==> config.mk <==
export PLATFORM = sky130hd
export DESIGN_NAME = pri_decoder_dispatch
export DESIGN_NICKNAME = d
export VERILOG_FILES = /design/src/rtl/pri_decoder_dispatch.sv
export SDC_FILE = /design/constraint.sdc
export NUM_CORES = 1
export LEC_CHECK = 0
export CORE_MARGIN = 2
export CORE_UTILIZATION = 50
export CTS_BUF_LIST = sky130_fd_sc_hd__clkbuf_4
export CTS_CLUSTER_SIZE = 24
export DETAILED_ROUTE_END_ITERATION = 8
export PLACE_DENSITY = 0.87
export SKIP_LAST_GASP = 1
export SYNTH_ARGS = -nofsm -noshare
export SYNTH_HDL_FRONTEND = slang
export SYNTH_SLANG_ARGS = --single-unit
==> constraint.sdc <==
create_clock -name clk -period 2.1 [get_ports clk]
set_clock_uncertainty 0.2 [all_clocks]
set_input_delay 0.42 -clock clk [delete_from_list [all_inputs] [get_ports clk]]
set_output_delay 0.42 -clock clk [all_outputs]
set_load 0.1 [all_outputs]
==> src/rtl/pri_decoder_dispatch.sv <==
// pri_decoder_dispatch: decodes an accepted code into a held one-hot grant released by ack or timeout
module pri_decoder_dispatch #(
  parameter int N       = 8,
  parameter int W       = 3,
  parameter int TIMEOUT = 15
) (
  input  logic         clk,
  input  logic         rst_n,
  input  logic         in_valid,
  input  logic [W-1:0] in_code,
  output logic         in_ready,
  output logic [N-1:0] out_onehot,
  output logic         out_valid,
  input  logic         out_ack,
  output logic         err_code,
  output logic         err_timeout
);
  typedef enum logic {IDLE, GRANT} state_t;
  localparam logic [W:0] NL = (W+1)'(N);
  localparam logic [7:0] TL = 8'(TIMEOUT - 1);
  state_t         state_q;
  logic [N-1:0]   onehot_q;
  logic           valid_q;
  logic           err_code_q;
  logic           err_to_q;
  logic [7:0]     cnt_q;
  // Grant FSM: capture code in IDLE, hold grant until ack or wait budget runs out
  always_ff @(posedge clk or negedge rst_n) begin
    if (!rst_n) begin
      state_q    <= IDLE;
      onehot_q   <= '0;
      valid_q    <= 1'b0;
      err_code_q <= 1'b0;
      err_to_q   <= 1'b0;
      cnt_q      <= '0;
    end else begin
      err_code_q <= 1'b0;
      err_to_q   <= 1'b0;
      case (state_q)
        IDLE: if (in_valid) begin
          if ({1'b0, in_code} < NL) begin
            state_q  <= GRANT;
            onehot_q <= N'(1) << in_code;
            valid_q  <= 1'b1;
            cnt_q    <= '0;
          end else begin
            err_code_q <= 1'b1;
          end
        end
        GRANT: if (out_ack || cnt_q == TL) begin
          state_q  <= IDLE;
          onehot_q <= '0;
          valid_q  <= 1'b0;
          cnt_q    <= '0;
          err_to_q <= !out_ack;
        end else begin
          cnt_q <= cnt_q + 8'd1;
        end
      endcase
    end
  end
  assign in_ready    = (state_q == IDLE);
  assign out_onehot  = onehot_q;
  assign out_valid   = valid_q;
  assign err_code    = err_code_q;
  assign err_timeout = err_to_q;
endmodule

==> results.tsv <==
stage	metric	value	unit
status	status	complete, no violations	
cells_and_area	share of layout cells above drive strength 1	21.4	%
global_routing	number of global-route vias before repair	779	
floorplanning	Starting Density	52.8	%
synthesis	top post-synthesis cells by area	dfrtp_1 (53%), a21o_1 (5.8%), a32o_1 (4.4%)	
detailed_routing	WL/cell	15.1	µm
synthesis	Synth Instances	87	
sta	final slew viol count	0	
floorplanning	Die Area	0.00216	mm²
critical_path	critical path startpoint category	flop	
synthesis	Cell Area, Synth	902	µm²
synthesis	sequential area share after synthesis	52.7	%
detailed_routing	drt first pass iters	4	
synthesis	distinct cell type count after synthesis	27	
critical_path	FF-to-FF path depth	6	
clock_tree	Clk Latency, worst-skew pair	0.30	ns
clock_tree	worst-case clock buffer depth	2	
clock_tree	total CTS buffers	3	
clock_tree	CTS tree	built	
power_and_ir_drop	VDD IR-drop max	0.000590	V
critical_path	CP endpoint kind	flop	
global_routing	global-route wire length before repair	3.33	mm
placement	gpl congestion	0.766	
floorplanning	# rows	15	
synthesis	proportion of synthesized area in mux cells	0	%
critical_path	worst setup path category	flop to flop	
synthesis	register bit total from synthesis	19	
synthesis	synthesized net count	96	
clock_tree	hold_buf cts	0	
synthesis	Yosys top cell area share	52.7	%
detailed_routing	vias	768	
flow_run	max_cap viols	0	
sta	Hold Vio Cnt, Final	0	
global_routing	antenna violations before repair	0	
sta	Final period util	91.8	%
min_path	hold crit path type	primary input to asynchronous set/reset pin	
synthesis	Adder-Cell Fraction of Synth Area	2.77	%
synthesis	main combinational cell family by area after synthesis	compound AO/OA/AOI/OAI gates	
sta	RSZ-0062 raised after global routing	no	
synthesis	simple logic cell fraction of the synthesized area	18.9	%
synthesis	synthesized area per cell	10.4	µm²
cells_and_area	Area Overhead vs Synth	39.7	%
detailed_routing	Routed Antenna Nets	0	
clock_tree	Sink Count	19	
sta	Setup-failing EPs final	0	
floorplanning	Die Y-Extent	46.5	µm
synthesis	dominant cell type by area after synthesis	dfrtp_1	
cells_and_area	Nets	122	
placement	Port Buf Inserts	17	
sta	fmax	519	MHz
detailed_routing	DRT iter0 DRCs	24	
floorplanning	I/O pins	19	
floorplanning	Core Region	0.00171	mm²
global_routing	Remaining Overflow, GRT	0	
detailed_routing	Total Wirelength	2.07	mm
critical_path	Req. time, crit path	2.10	ns
placement	HPWL after DPL	1.53	mm
synthesis	Synth Area in Compound Gates	21.1	%
floorplanning	Chip Width	46.5	µm
power_and_ir_drop	PwrDens	756	mW/mm²
placement	DP Worst Slack	0.0231	ns
sta	post-route minimum period	1.93	ns
synthesis	XOR/XNOR Fraction of Synth Area	0	%
global_routing	all-layer global routing usage	22.7	%
sta	worst setup margin	0.172	ns
power_and_ir_drop	Static Leak	0.601	nW
clock_tree	H-tree depth	1	
global_routing	largest net degree at the start of global routing	20	
clock_tree	Worst-path clk slew	0.10	ns
synthesis	synth warn	0	
cells_and_area	n_diodes	0	
critical_path	CP max FO	8	
clock_tree	Clock Tree Root	clkbuf_4	
detailed_routing	Post-route DRC	0	
critical_path	CP Data Arrival Time	1.93	ns
detailed_routing	vias per cell	5.61	
sta	Setup TNS Final	0	ns
stage by stage:
step | instances | power, mW | utilization, % | area [µm²] | hold slack (ns)
global placement | 131 | 0.743 | 71.0 | 1210 | 0.279
floorplan | 87 | 0.627 | - | 902 | -0.0756
global route | 137 | 0.986 | 73.8 | 1260 | 0.268
CTS | 135 | 0.948 | 72.7 | 1240 | 0.249
finish | 137 | 0.953 | 73.8 | 1260 | 0.241
detailed placement | 131 | 0.752 | 71.0 | 1210 | 0.304
area by class of cell:
cell class	count	area, µm²
tap	25	31.3
sequential	19	475
clock buffer	4	30.0
fill	103	448
timing repair buffer	23	313
inverter	5	18.8
multi-input combinational	61	392
cells in the final DEF (no fill, tap or decap), drive strengths merged:
cell	netlist	final
a21o	7	7
a21oi	2	2
a22o	1	1
a31oi	2	2
a32o	4	4
and3b	1	1
buf	2	17
clkbuf	0	4
clkdlybuf4s50	0	6
conb	1	1
dfrtp	19	19
ha	2	2
inv	5	5
nand2	10	10
nand2b	2	2
nand3	3	3
nand4	1	1
nor2	7	7
nor2b	1	1
nor3	1	1
nor4	3	3
nor4b	1	1
o21a	1	1
o21ai	7	7
o2bb2ai	1	1
o31ai	2	2
or2	1	1
flip-flops by register name, indices dropped and copies added (netlist names):
signal / count
cnt_q: 8
out_onehot: 8
err_timeout: 1
out_valid: 1
state_q: 1
report_power, final:
part	switching (mW)	internal (mW)
logic	0.197	0.116
registers	0.0443	0.396
clock network	0.112	0.0871
routing by layer:
| layer | share of wire [%] | track usage, % | vias to the layer above |
|---|---|---|---|
| met3 | 5.0 | 3.14 | 6 |
| met2 | 48 | 36.9 | 28 |
| met1 | 44 | 28.5 | 372 |
| met5 | 0 | 0 | - |
| met4 | 3.0 | 13.1 | 0 |
| li1 | - | - | 362 |
logic make-up (layout without fill, tap and decap cells):
group | count (synthesis) | after routing
AO/OA/AOI/OAI | 27 | 27
adder cells (fa/ha/maj) | 2 | 2
buffers and inverters | 7 | 32
flip-flops | 19 | 19
other | 1 | 1
AND/OR/NAND/NOR | 31 | 31
worst paths after layout:
| path | start | endpoint | slack (ns) |
|---|---|---|---|
| setup / recovery | cnt_q[0] | out_onehot[0] | 0.17 |
| hold / removal | rst_n | out_onehot[2] | 0.24 |
| setup reg to reg | cnt_q[0] | out_onehot[0] | 0.17 |
| hold reg to reg | cnt_q[7] | cnt_q[7] | 0.34 |
| max in group asynchronous | rst_n | out_onehot[0] | 1.26 |
| min in group clk | cnt_q[7] | cnt_q[7] | 0.34 |
timing repair:
action                     in CTS  in global routing
buffers inserted                0                  2
resized for setup               0                  1
setup endpoints to repair       0                  5
synth_stat cells, drive strengths merged:
| cell | n |
|---|---|
| nor4 | 3 |
| o21ai | 7 |
| nor4b | 1 |
| ha | 2 |
| and3b | 1 |
| o31ai | 2 |
| a22o | 1 |
| o2bb2ai | 1 |
| inv | 5 |
| nor2 | 7 |
| buf | 2 |
| nand4 | 1 |
| a31oi | 2 |
| o21a | 1 |
| nand2b | 2 |
| a32o | 4 |
| nand3 | 3 |
| a21oi | 2 |
| or2 | 1 |
| a21o | 7 |
| nand2 | 10 |
| nor2b | 1 |
| nor3 | 1 |
| dfrtp | 19 |
| conb | 1 |
worst max-delay path: stages (launching register included):
cell and delay [ns]:
dfrtp_1 0.45, inv_1 0.09, ha_1 0.14, nor4b_4 0.23
a21o_1 0.30, nand2_2 0.15, a22o_1 0.26
Power figures use the tool's default switching activity.
